`config.mk`:
```
export PLATFORM = sky130hd
export DESIGN_NAME = snake_tick_timer
export DESIGN_NICKNAME = d
export VERILOG_FILES = /design/src/rtl/snake_tick_timer_pkg.sv /design/src/rtl/tick_elapsed_sub.sv /design/src/rtl/snake_tick_timer.sv
export SDC_FILE = /design/constraint.sdc
export NUM_CORES = 1
export LEC_CHECK = 0
export BUFFER_PORTS_ARGS = -buffer_cell sky130_fd_sc_hd__buf_2
export CORE_ASPECT_RATIO = 0.6
export CORE_MARGIN = 8
export CORE_UTILIZATION = 55
export CTS_CLUSTER_DIAMETER = 150
export CTS_CLUSTER_SIZE = 16
export DETAILED_ROUTE_END_ITERATION = 12
export PLACE_DENSITY = 0.78
export SKIP_LAST_GASP = 1
export SYNTH_ARGS = -nofsm -noshare
export SYNTH_HDL_FRONTEND = slang
export SYNTH_SLANG_ARGS = --single-unit
```
`constraint.sdc`:
```
create_clock -name CLK -period 4.5 [get_ports CLK]
set_clock_uncertainty 0.05 [all_clocks]
set_input_delay 0.9 -clock CLK [delete_from_list [all_inputs] [get_ports CLK]]
set_output_delay 0.9 -clock CLK [all_outputs]
set_load 0.02 [all_outputs]
```
`src/rtl/snake_tick_timer_pkg.sv`:
```
// Shared constants and state encoding for the snake game tick timer.
package snake_tick_timer_pkg;

    localparam int TIMER_WIDTH     = 20;
    localparam int TIMER_CNT_WIDTH = 16;

    localparam logic [TIMER_WIDTH-1:0] TIMER_DEFAULT_PERIOD = 20'd781250;
    localparam logic [TIMER_WIDTH-1:0] TIMER_MIN_PERIOD     = 20'd16;

    localparam logic [TIMER_CNT_WIDTH-1:0] TIMER_CNT_MAX = 16'hFFFF;

    typedef enum logic [1:0] {
        ST_IDLE   = 2'b00,
        ST_RUN    = 2'b01,
        ST_PAUSED = 2'b10
    } state_t;

endpackage

```
`src/rtl/tick_elapsed_sub.sv`:
```
// Modular subtractor: a - b wrapped to WIDTH bits, so a timestamp that has
// rolled over past zero still yields the correct distance.
module tick_elapsed_sub
    import snake_tick_timer_pkg::*;
#(
    parameter int WIDTH = TIMER_WIDTH
) (
    input  logic [WIDTH-1:0] a,
    input  logic [WIDTH-1:0] b,
    output logic [WIDTH-1:0] diff
);

    // Borrow out of the top bit is simply dropped.
    assign diff = a - b;

endmodule

```
`src/rtl/snake_tick_timer.sv`:
```
// Game-step tick generator. A free-running timestamp (now) is compared with
// the timestamp of the last tick (last); pausing freezes the elapsed value
// and resuming rebases last so the paused cycles are not counted.
module snake_tick_timer
    import snake_tick_timer_pkg::*;
#(
    parameter int               WIDTH          = TIMER_WIDTH,
    parameter logic [WIDTH-1:0] DEFAULT_PERIOD = TIMER_DEFAULT_PERIOD,
    parameter logic [WIDTH-1:0] MIN_PERIOD     = TIMER_MIN_PERIOD
) (
    input  logic                       CLK,
    input  logic                       RST,
    input  logic                       START,
    input  logic                       PAUSE,
    input  logic                       PERIOD_LD,
    input  logic [WIDTH-1:0]           PERIOD_IN,
    output logic                       TICK,
    output logic [TIMER_CNT_WIDTH-1:0] TICK_CNT,
    output logic [WIDTH-1:0]           ELAPSED,
    output logic [1:0]                 STATE
);

    state_t state_q;
    state_t state_next;

    logic [WIDTH-1:0] now_q;
    logic [WIDTH-1:0] last_q;
    logic [WIDTH-1:0] froz_q;
    logic [WIDTH-1:0] period_q;
    logic [WIDTH-1:0] run_elapsed;
    logic [WIDTH-1:0] resume_last;

    logic                       tick_q;
    logic [TIMER_CNT_WIDTH-1:0] tick_cnt_q;

    logic restart;
    logic tick_fire;
    logic pause_enter;
    logic resume;

    // Cycles since the last tick (or since start/resume rebase).
    tick_elapsed_sub #(.WIDTH(WIDTH)) u_run_sub (
        .a    (now_q),
        .b    (last_q),
        .diff (run_elapsed)
    );

    // On resume, last is moved back by the frozen amount so elapsed carries on.
    tick_elapsed_sub #(.WIDTH(WIDTH)) u_resume_sub (
        .a    (now_q),
        .b    (froz_q),
        .diff (resume_last)
    );

    // State register.
    always_ff @(posedge CLK or posedge RST) begin
        if (RST) begin
            state_q <= ST_IDLE;
        end else begin
            state_q <= state_next;
        end
    end

    // Next-state and control strobes; START wins over PAUSE in every state.
    always_comb begin
        state_next  = state_q;
        restart     = 1'b0;
        tick_fire   = 1'b0;
        pause_enter = 1'b0;
        resume      = 1'b0;
        case (state_q)
            ST_IDLE: begin
                if (START) begin
                    state_next = ST_RUN;
                    restart    = 1'b1;
                end
            end
            ST_RUN: begin
                if (START) begin
                    restart = 1'b1;
                end else if (PAUSE) begin
                    state_next  = ST_PAUSED;
                    pause_enter = 1'b1;
                end else if (run_elapsed >= period_q) begin
                    tick_fire = 1'b1;
                end
            end
            ST_PAUSED: begin
                if (START) begin
                    state_next = ST_RUN;
                    restart    = 1'b1;
                end else if (!PAUSE) begin
                    state_next = ST_RUN;
                    resume     = 1'b1;
                end
            end
            default: begin
                state_next = ST_IDLE;
            end
        endcase
    end

    // Free-running timestamp, wraps naturally at the top of its range.
    always_ff @(posedge CLK or posedge RST) begin
        if (RST) begin
            now_q <= '0;
        end else begin
            now_q <= now_q + WIDTH'(1);
        end
    end

    // Period register; too-short requests are raised to the minimum.
    always_ff @(posedge CLK or posedge RST) begin
        if (RST) begin
            period_q <= DEFAULT_PERIOD;
        end else if (PERIOD_LD) begin
            period_q <= (PERIOD_IN < MIN_PERIOD) ? MIN_PERIOD : PERIOD_IN;
        end
    end

    // Reference timestamp and frozen elapsed value for pause handling.
    always_ff @(posedge CLK or posedge RST) begin
        if (RST) begin
            last_q <= '0;
            froz_q <= '0;
        end else begin
            if (restart || tick_fire) begin
                last_q <= now_q;
            end else if (resume) begin
                last_q <= resume_last;
            end
            if (pause_enter) begin
                froz_q <= run_elapsed;
            end
        end
    end

    // Registered tick pulse and saturating tick counter.
    always_ff @(posedge CLK or posedge RST) begin
        if (RST) begin
            tick_q     <= 1'b0;
            tick_cnt_q <= '0;
        end else begin
            tick_q <= tick_fire;
            if (restart) begin
                tick_cnt_q <= '0;
            end else if (tick_fire && (tick_cnt_q != TIMER_CNT_MAX)) begin
                tick_cnt_q <= tick_cnt_q + TIMER_CNT_WIDTH'(1);
            end
        end
    end

    // Visible elapsed time depends only on registered state.
    always_comb begin
        ELAPSED = '0;
        case (state_q)
            ST_RUN:    ELAPSED = run_elapsed;
            ST_PAUSED: ELAPSED = froz_q;
            default:   ELAPSED = '0;
        endcase
    end

    assign TICK     = tick_q;
    assign TICK_CNT = tick_cnt_q;
    assign STATE    = state_q;

endmodule

```
# Word level (Yosys, flattened, before mapping)
# Cells that the tools add are included.
# classes
magnitude_cmp	2
eq_ne	7
mux	24
n_reduce_logical	7
addsub	4
# op_table
cell	count
20-bit 2-to-1 mux	3
20-bit one-hot mux with 2 select lines	1
20-bit subtractor	2
16-bit 2-to-1 mux	2
20-bit by 1-bit adder with 20-bit output, second input constant	1
20-bit >= comparator	1
20-bit by 5-bit less-than comparator with 1-bit output, second input constant	1
16-bit by 1-bit adder with 16-bit output, second input constant	1
16-bit inequality test, second input constant	1
1-bit 2-to-1 mux	12
2-bit 2-to-1 mux	5
2-bit inequality test, second input constant	3
2-bit one-hot mux with 3 select lines	1
4-bit AND reduction	1
2-bit nonzero test	2
3-bit inequality test, second input constant	1
3-bit OR reduction	1
2-bit by 1-bit == test with 1-bit output, second input constant	1
2-bit == test, second input constant	1
2-bit logical NOT	1
1-bit logical AND	1
1-bit logical OR	1
# word_totals
ff_bits	99
in_bits	25
out_inout_bits	39

# Longest topological paths before layout
# Gate-level depths: netlist (run 1).
# logic_depth
ltp_word	9
mapped_depth	22
depth_no_buf	20

# Modules after synthesis
# A second synthesis (run 1) with hierarchy kept.
# unflattened
cells_unflattened	768
hier_area_um2	7045.5
# modules_own_cells
module	n_inst	cells_each	area_each_um2
snake_tick_timer	1	488	5191.2
tick_elapsed_sub	2	140	927.1

# Worst setup path before layout (run 1)
# No wires, ideal clock.
# synth_path
path_type	register to register
startpoint	register now_q[0]
endpoint	register last_q[10]
path_stages_with_launch	23
t_arrival_ps	4182
path_slack_ps	181
setup_time_ps	87
path_buffers	2
required_time_ps	4363
cell_sequence	dfrtp_1 > inv_1 > ha_1 > inv_1 > fa_1 > a21oi_1 > o21bai_1 > o41ai_2 > o211ai_1 > a31o_2 > a21oi_1 > xor2_1 > inv_1 > ha_1 > a21o_1 > a21oi_1 > o21ai_0 > a21o_1 > clkbuf_1 > a31oi_2 > buf_2 > nand3_1 > o211ai_1
# synth_between
elab_chain_cells	8
word_cells_on_any_way	11
# synth_lines
element	line_no	rtl
start, declared	snake_tick_timer.sv:26	logic [WIDTH-1:0] now_q;
start signal, assigned	snake_tick_timer.sv:108	now_q <= now_q + WIDTH'(1);
20-bit subtractor (*)	tick_elapsed_sub.sv:14	assign diff = a - b;
net run_elapsed[18]	snake_tick_timer.sv:30	logic [WIDTH-1:0] run_elapsed;
20-bit >= comparator (*)	snake_tick_timer.sv:84	end else if (run_elapsed >= period_q) begin
1-bit 2-to-1 mux (*)	snake_tick_timer.sv:84	
1-bit 2-to-1 mux (*)	snake_tick_timer.sv:81	end else if (PAUSE) begin
1-bit 2-to-1 mux (*)	snake_tick_timer.sv:79	if (START) begin
1-bit 2-to-1 mux (*)	snake_tick_timer.sv:71	case (state_q)
1-bit logical OR (*)	snake_tick_timer.sv:127	if (restart || tick_fire) begin
20-bit 2-to-1 mux or 2-bit nonzero test (tied branches)	--	
end signal, assigned	snake_tick_timer.sv:128	last_q <= now_q;
end signal, assigned	snake_tick_timer.sv:130	last_q <= resume_last;
end, declared	snake_tick_timer.sv:27	logic [WIDTH-1:0] last_q;
# Mark *: on every way through the listed nets, which the timed path passes. The rest lies on a longest branch. The select of a mux whose other input is x is not followed.
# A chain may end at the register's enable or synchronous reset.

# Worst setup path after layout (run 1)
# layout_path
startpoint	register now_q[0]
endpoint	register last_q[19]
# Same word-level chain as after synthesis.

==> results.toml, run 1 <==
[sta]
setup_viol = 0
worstMarginPinSlew_ns = 1.05
fmax_mhz = 229
slew_headroom = 0.302
min_period_ns = 4.36
slew_violations = 0
holdWs_ns = 0.423
hold_viol_final = 0
fin_crit_sh = 0.969

[yosys]
yosys_warnings = 0
yosysSeqAreaShare = 0.358
async_flop_share = 1.00
avgSynthCellArea_sq_um = 8.90
ys.flop_type = "dfrtp_1"
ys_ff_latch = 99
synth_fp_nets = 872
synth_cells = 781
synth_edf_count = 0
ys_types = 61
netlist_area_sq_mm = 0.00695

[critical_path]
worstSetupEndpointType = "register"
path_cells = "inv_2, ha_2, inv_1, fa_2, a21oi_2, o21bai_1, o41ai_2, o211ai_1, a31o_2, a21oi_2, xor2_1, inv_1, ha_4, a21o_1, a21oi_1, o21ai_0, a21o_1, a31oi_4, buf_6, o31ai_1, a22o_1"
critPathMaxStageDelay_ns = 0.41
slowest_stage = "o41ai_2"
required_ns = 4.69
critical_path_class = "register to register"
critPathArrivalTime_ns = 4.55
path_max_fanout = 6
cp-start-kind = "register"

[placed_design]
hpwl_mm = 14.7
portBuffers = 63
dp_cells = 1006
gp_congestion = 0.921

[finish]
ff_latch_area_sq_mm = 0.00249
fillCellCount = 1001
syn2layout_area_growth_pct = 14.9
final_cell_mix = "dfrtp_1, inv_1, buf_2, ha_1, nand2_1"
final_common_cell = "dfrtp_1"
fin_nets = 951
antenna_cells = 0
multi_input_comb_area_sq_mm = 0.00417
instances_no_fill = 1030
drive_above_1_share = 0.187
fin_util = 0.656

[global_routing]
grt_pass1_wl_mm = 31.2
grt_use_total = 0.234
grt.overflow.total = 0
grt_start_max_net_pins = 84
grt_pass1_vias = 6010
grt_antenna_before_repair = 0

[cts]
clock-sinks = 99
cts_inserted_buffers = 9
root_buffer = "clkbuf_16"
worstSkewPairLatency_ns = 0.35
cts_tree = "done"
clk_pin_slew_worst_paths_ns = 0.07
clockBufferDepth = 2
cts.htree.levels = 3

[pwr]
peakVddDrop_mv = 0.250
p_leak_nw = 3.80
p_per_area_mw_per_mm2 = 510

[die]
die_height_um = 103
ioPinCount = 64
row_count = 31
die_w_um = 161
core_area_sq_mm = 0.0122
die-area_sq_mm = 0.0166
initial_utilization = 0.571

[detailed_routing]
drt_wl_total_mm = 19.2
drc = 0
drt_iter0_drc = 513
wire_per_inst_um = 18.7
num_vias = 6262
dr.pass1.iters = 5
via_per_inst = 6.08
drtAntennaViolNets = 0

[run]
maxCapViolCount = 0

[outcome]
status = "finished, final reports clean"

[worst_hold_path]
min_path_type = "register to register"
-- where the power goes --
part           internal, mW  switching, mW
Clock                 0.449          0.344
Combinational         0.822           1.29
Sequential             1.05          0.123
Total                  2.32           1.75
-- worst max-delay path: cells and delay by family, from the launching register on --
family / cells / cell delay (ns)
buf+inv: 4 / 0.44
fa+ha+maj: 3 / 0.77
flops: 1 / 0.40
xor+xnor: 1 / 0.22
compound gates: 13 / 2.37
-- flip-flops by register name, summed over array words and instances (netlist names) --
register	count
froz_q	20
last_q	20
now_q	20
period_q	20
TICK_CNT	16
STATE	2
TICK	1
-- Yosys cell counts (4+ instances only) --
cell type	instances	area (sq um)
ha_1	64	801
and2_1	7	43.8
nand2b_1	8	50.1
inv_1	76	285
a211oi_1	4	30.0
o211ai_1	21	158
o31ai_1	7	52.6
nor2b_1	26	163
buf_2	4	20.0
nand4_1	9	56.3
o21ai_0	53	265
o21a_1	4	30.0
dfrtp_1	87	2180
a31oi_1	6	37.5
mux2_2	17	191
a21oi_1	50	250
and3_1	8	50.1
nor4_1	6	37.5
xor2_1	17	149
dfstp_2	12	315
nand2_1	58	218
a21o_1	22	165
or3_1	11	68.8
xnor2_1	36	315
nor3_1	12	60.1
a22oi_1	16	120
clkbuf_1	15	56.3
nand3_1	30	150
nor2_1	50	188
-- final timing paths --
kind                                             to  depth (start not counted)  slack, ns          startpoint
min in group asynchronous   TICK_CNT[6]$_DFFE_PP0P_                          2       0.75                 RST
hold / removal                   now_q[0]$_DFF_PP0_                          1       0.42  now_q[0]$_DFF_PP0_
hold reg to reg                  now_q[0]$_DFF_PP0_                          1       0.42  now_q[0]$_DFF_PP0_
setup reg to reg             last_q[19]$_DFFE_PP0P_                         21       0.14  now_q[0]$_DFF_PP0_
setup / recovery             last_q[19]$_DFFE_PP0P_                         21       0.14  now_q[0]$_DFF_PP0_
max in group asynchronous  period_q[11]$_DFFE_PP1P_                          3       2.74                 RST
-- area by class of cell --
type,count,share of cell area
Clock buffer,11,0.0304
Sequential cell,99,0.312
Multi-Input combinational cell,585,0.522
Timing Repair Buffer,89,0.0653
Inverter,76,0.0360
Clock inverter,5,0.00783
Tap cell,165,0.0258
-- layer usage --
layer  vias to the layer above  routed length [um]  global-route usage
met5                         -                   0                   0
met2                       297                7620               0.331
met4                         0                 206              0.0418
met1                      3011                9250               0.345
met3                        23                2160              0.0718
li1                       2931                   -                   -
-- logic make-up after synthesis --
logic type / synth area share
fa+ha+maj: 0.121
buf+inv: 0.0531
simple gates: 0.169
compound gates: 0.202
flops: 0.358
xor+xnor: 0.0668
mux: 0.0290
-- per-stage QoR --
| step | instance area (sq um) | TNS [ns] | power [mW] | setup slack [ns] |
|---|---|---|---|---|
| after global routing | 7990 | -1.57 | 4.34 | -0.0844 |
| final | 7990 | 0 | 4.07 | 0.139 |
| after CTS | 7880 | 0 | 4.00 | 0.0218 |
| after global placement | 7530 | 0 | 3.08 | 0.0835 |
| after floorplan | 6950 | 0 | 2.60 | 0.181 |
| after detailed placement | 7530 | -1.12 | 3.17 | -0.105 |
-- repair_timing --
item,4_1_cts,5_1_grt
pin swaps,0,8
gates cloned,1,0
resized for setup,5,16
buffers inserted,2,5
endpoints found under the setup margin,28,38
hold buffers,0,0
Note: power is estimated with default switching activity, not from simulation.
==> run 2: changes to the inputs <==
==> constraint.sdc (replaced) <==
create_clock -name CLK -period 3.7 [get_ports CLK]
set_clock_uncertainty 0.05 [all_clocks]
set_input_delay 0.37 -clock CLK [delete_from_list [all_inputs] [get_ports CLK]]
set_output_delay 0.37 -clock CLK [all_outputs]
set_load 0.02 [all_outputs]
==> run 2 against run 1 <==
  * The flow now finishes with violations (setup timing)
  * Global-route usage rose by 2.5 points
  * Core utilization up 4.9 points
  * Wire length is 15% higher
  * Final area rose by 7.5%
  * Critical path depth up 1
  * Sequential share of layout area is 2.2 points lower
  * Total power grew 31%
  * Combinational power increased by 40%
  * Critical path type unchanged
  * Largest cell class unchanged
  * Highest routed layer is now met5
==> results.toml, run 2 (same netlist as run 1, synthesis figures left out) <==
[detailed_routing]
via_per_inst = 6.20
num_vias = 6778
wire_per_inst_um = 20.2
dr.pass1.iters = 5
drt_wl_total_mm = 22.1
drc = 0
drtAntennaViolNets = 0
drt_iter0_drc = 866

[finish]
final_common_cell = "dfrtp_1"
fin_util = 0.705
drive_above_1_share = 0.254
ff_latch_area_sq_mm = 0.00249
fillCellCount = 884
final_cell_mix = "dfrtp_1, buf_4, inv_1, buf_2, ha_1"
multi_input_comb_area_sq_mm = 0.00425
syn2layout_area_growth_pct = 23.5
antenna_cells = 0
fin_nets = 1015

[sta]
worst_slack_ns = -0.497
slew_violations = 0
hold_viol_final = 0
rsz0062_at_grt = "yes"
slew_headroom = 0.340
holdWs_ns = 0.169
fin_crit_sh = 1.13
fmax_mhz = 238
min_period_ns = 4.20
setup_viol = 37
worstMarginPinSlew_ns = 0.988
fin_setup_tns_ns = -15.60

[global_routing]
grt_pass1_wl_mm = 34.2
grt.overflow.total = 0
grt_pass1_vias = 6487
grt_start_max_net_pins = 71
grt_antenna_before_repair = 1
grt_use_total = 0.260

[critical_path]
path_max_fanout = 6
critPathArrivalTime_ns = 4.37
critPathMaxStageDelay_ns = 0.39
worstSetupEndpointType = "register"
required_ns = 3.87
cp-start-kind = "register"
slowest_stage = "dfrtp_1"
critical_path_class = "register to register"
crit_top_cell = "a21o_1"
path_cells = "inv_2, ha_4, inv_2, fa_2, a21oi_2, o21bai_2, or2_2, a21o_1, a21oi_1, xnor2_1, ha_1, a21o_1, a21o_1, a21oi_2, buf_4, a211oi_2, a21o_2, buf_4, buf_6, nor2b_4, o21ai_0, o211ai_1"

[outcome]
violations = "setup timing"
status = "complete, but fails checks"

[cts]
cts_inserted_buffers = 9
clockBufferDepth = 2
clock-sinks = 99
cts_tree = "done"
cts.htree.levels = 3
clk_pin_slew_worst_paths_ns = 0.07
worstSkewPairLatency_ns = 0.35
root_buffer = "clkbuf_16"
cts_hold_buf = 0

[placed_design]
hpwl_mm = 15.8
portBuffers = 63
place_ws_ns = -0.560
gp_congestion = 0.947

[pwr]
peakVddDrop_mv = 0.277
p_per_area_mw_per_mm2 = 620
p_leak_nw = 4.15

[die]
row_count = 31
core_area_sq_mm = 0.0122
die_w_um = 161
die-area_sq_mm = 0.0166
initial_utilization = 0.571
ioPinCount = 64
die_height_um = 103

[run]
maxCapViolCount = 0

[worst_hold_path]
min_path_type = "input port to async pin"
run 2: worst paths after layout:
kind | endpoint | slack, ns | depth (start not counted) | from
min reg2reg | period_q[14]$_DFFE_PP1P_ | 0.46 | 2 | period_q[14]$_DFFE_PP1P_
min | TICK_CNT[6]$_DFFE_PP0P_ | 0.17 | 2 | RST
max in group asynchronous | period_q[14]$_DFFE_PP1P_ | 2.58 | 3 | RST
max reg2reg | last_q[12]$_DFFE_PP0P_ | -0.50 | 22 | now_q[0]$_DFF_PP0_
min in group CLK | period_q[1]$_DFFE_PP1P_ | 0.20 | 3 | PERIOD_IN[1]
max | last_q[12]$_DFFE_PP0P_ | -0.50 | 22 | now_q[0]$_DFF_PP0_
run 2: worst max-delay path, delay by kind of cell (launching register included):
family | cells | cell delay, ns
AOI/OAI and AO/OA | 11 | 1.78
DFF | 1 | 0.39
and+or+nand+nor | 2 | 0.47
xor gates and xnor gates | 1 | 0.14
adders and majority gates | 3 | 0.71
buffers and inverters | 5 | 0.55
run 2: layer usage:
layer	wire length, um	up-vias	GRT usage
li1	-	3054	-
met1	9600	3266	0.359
met2	9450	408	0.388
met3	2630	48	0.0833
met4	411	2	0.0623
met5	10	-	0
run 2: final cells by class:
type	instances	area share
clock buffers	10	0.0267
repair buffers	152	0.123
inverters	76	0.0335
well taps	165	0.0240
flip-flops and latches	99	0.290
clock inverters	6	0.00787
multi-input cells	586	0.494
run 2: timing repair:
item	CTS	global route
pin swaps	12	5
gates cloned	2	2
setup buffers	9	4
resized for setup	12	17
setup endpoints to repair	37	38
run 2: report_power, final:
group | leakage [nW] | internal, mW | switching (mW)
Clock | 0.139 | 0.526 | 0.423
Sequential | 1.22 | 1.27 | 0.157
Combinational | 2.79 | 1.22 | 1.73
Total | 4.15 | 3.02 | 2.31
run 2: metrics by stage:
step | power (mW) | instance area [sq um] | instances
6_report | 5.33 | 8590 | 1094
4_1_cts | 5.17 | 8460 | 1088
3_5_place_dp | 4.12 | 8000 | 1061
3_3_place_gp | 3.97 | 8000 | 1061
2_1_floorplan | 3.19 | 7030 | 781
5_1_grt | 5.61 | 8590 | 1094
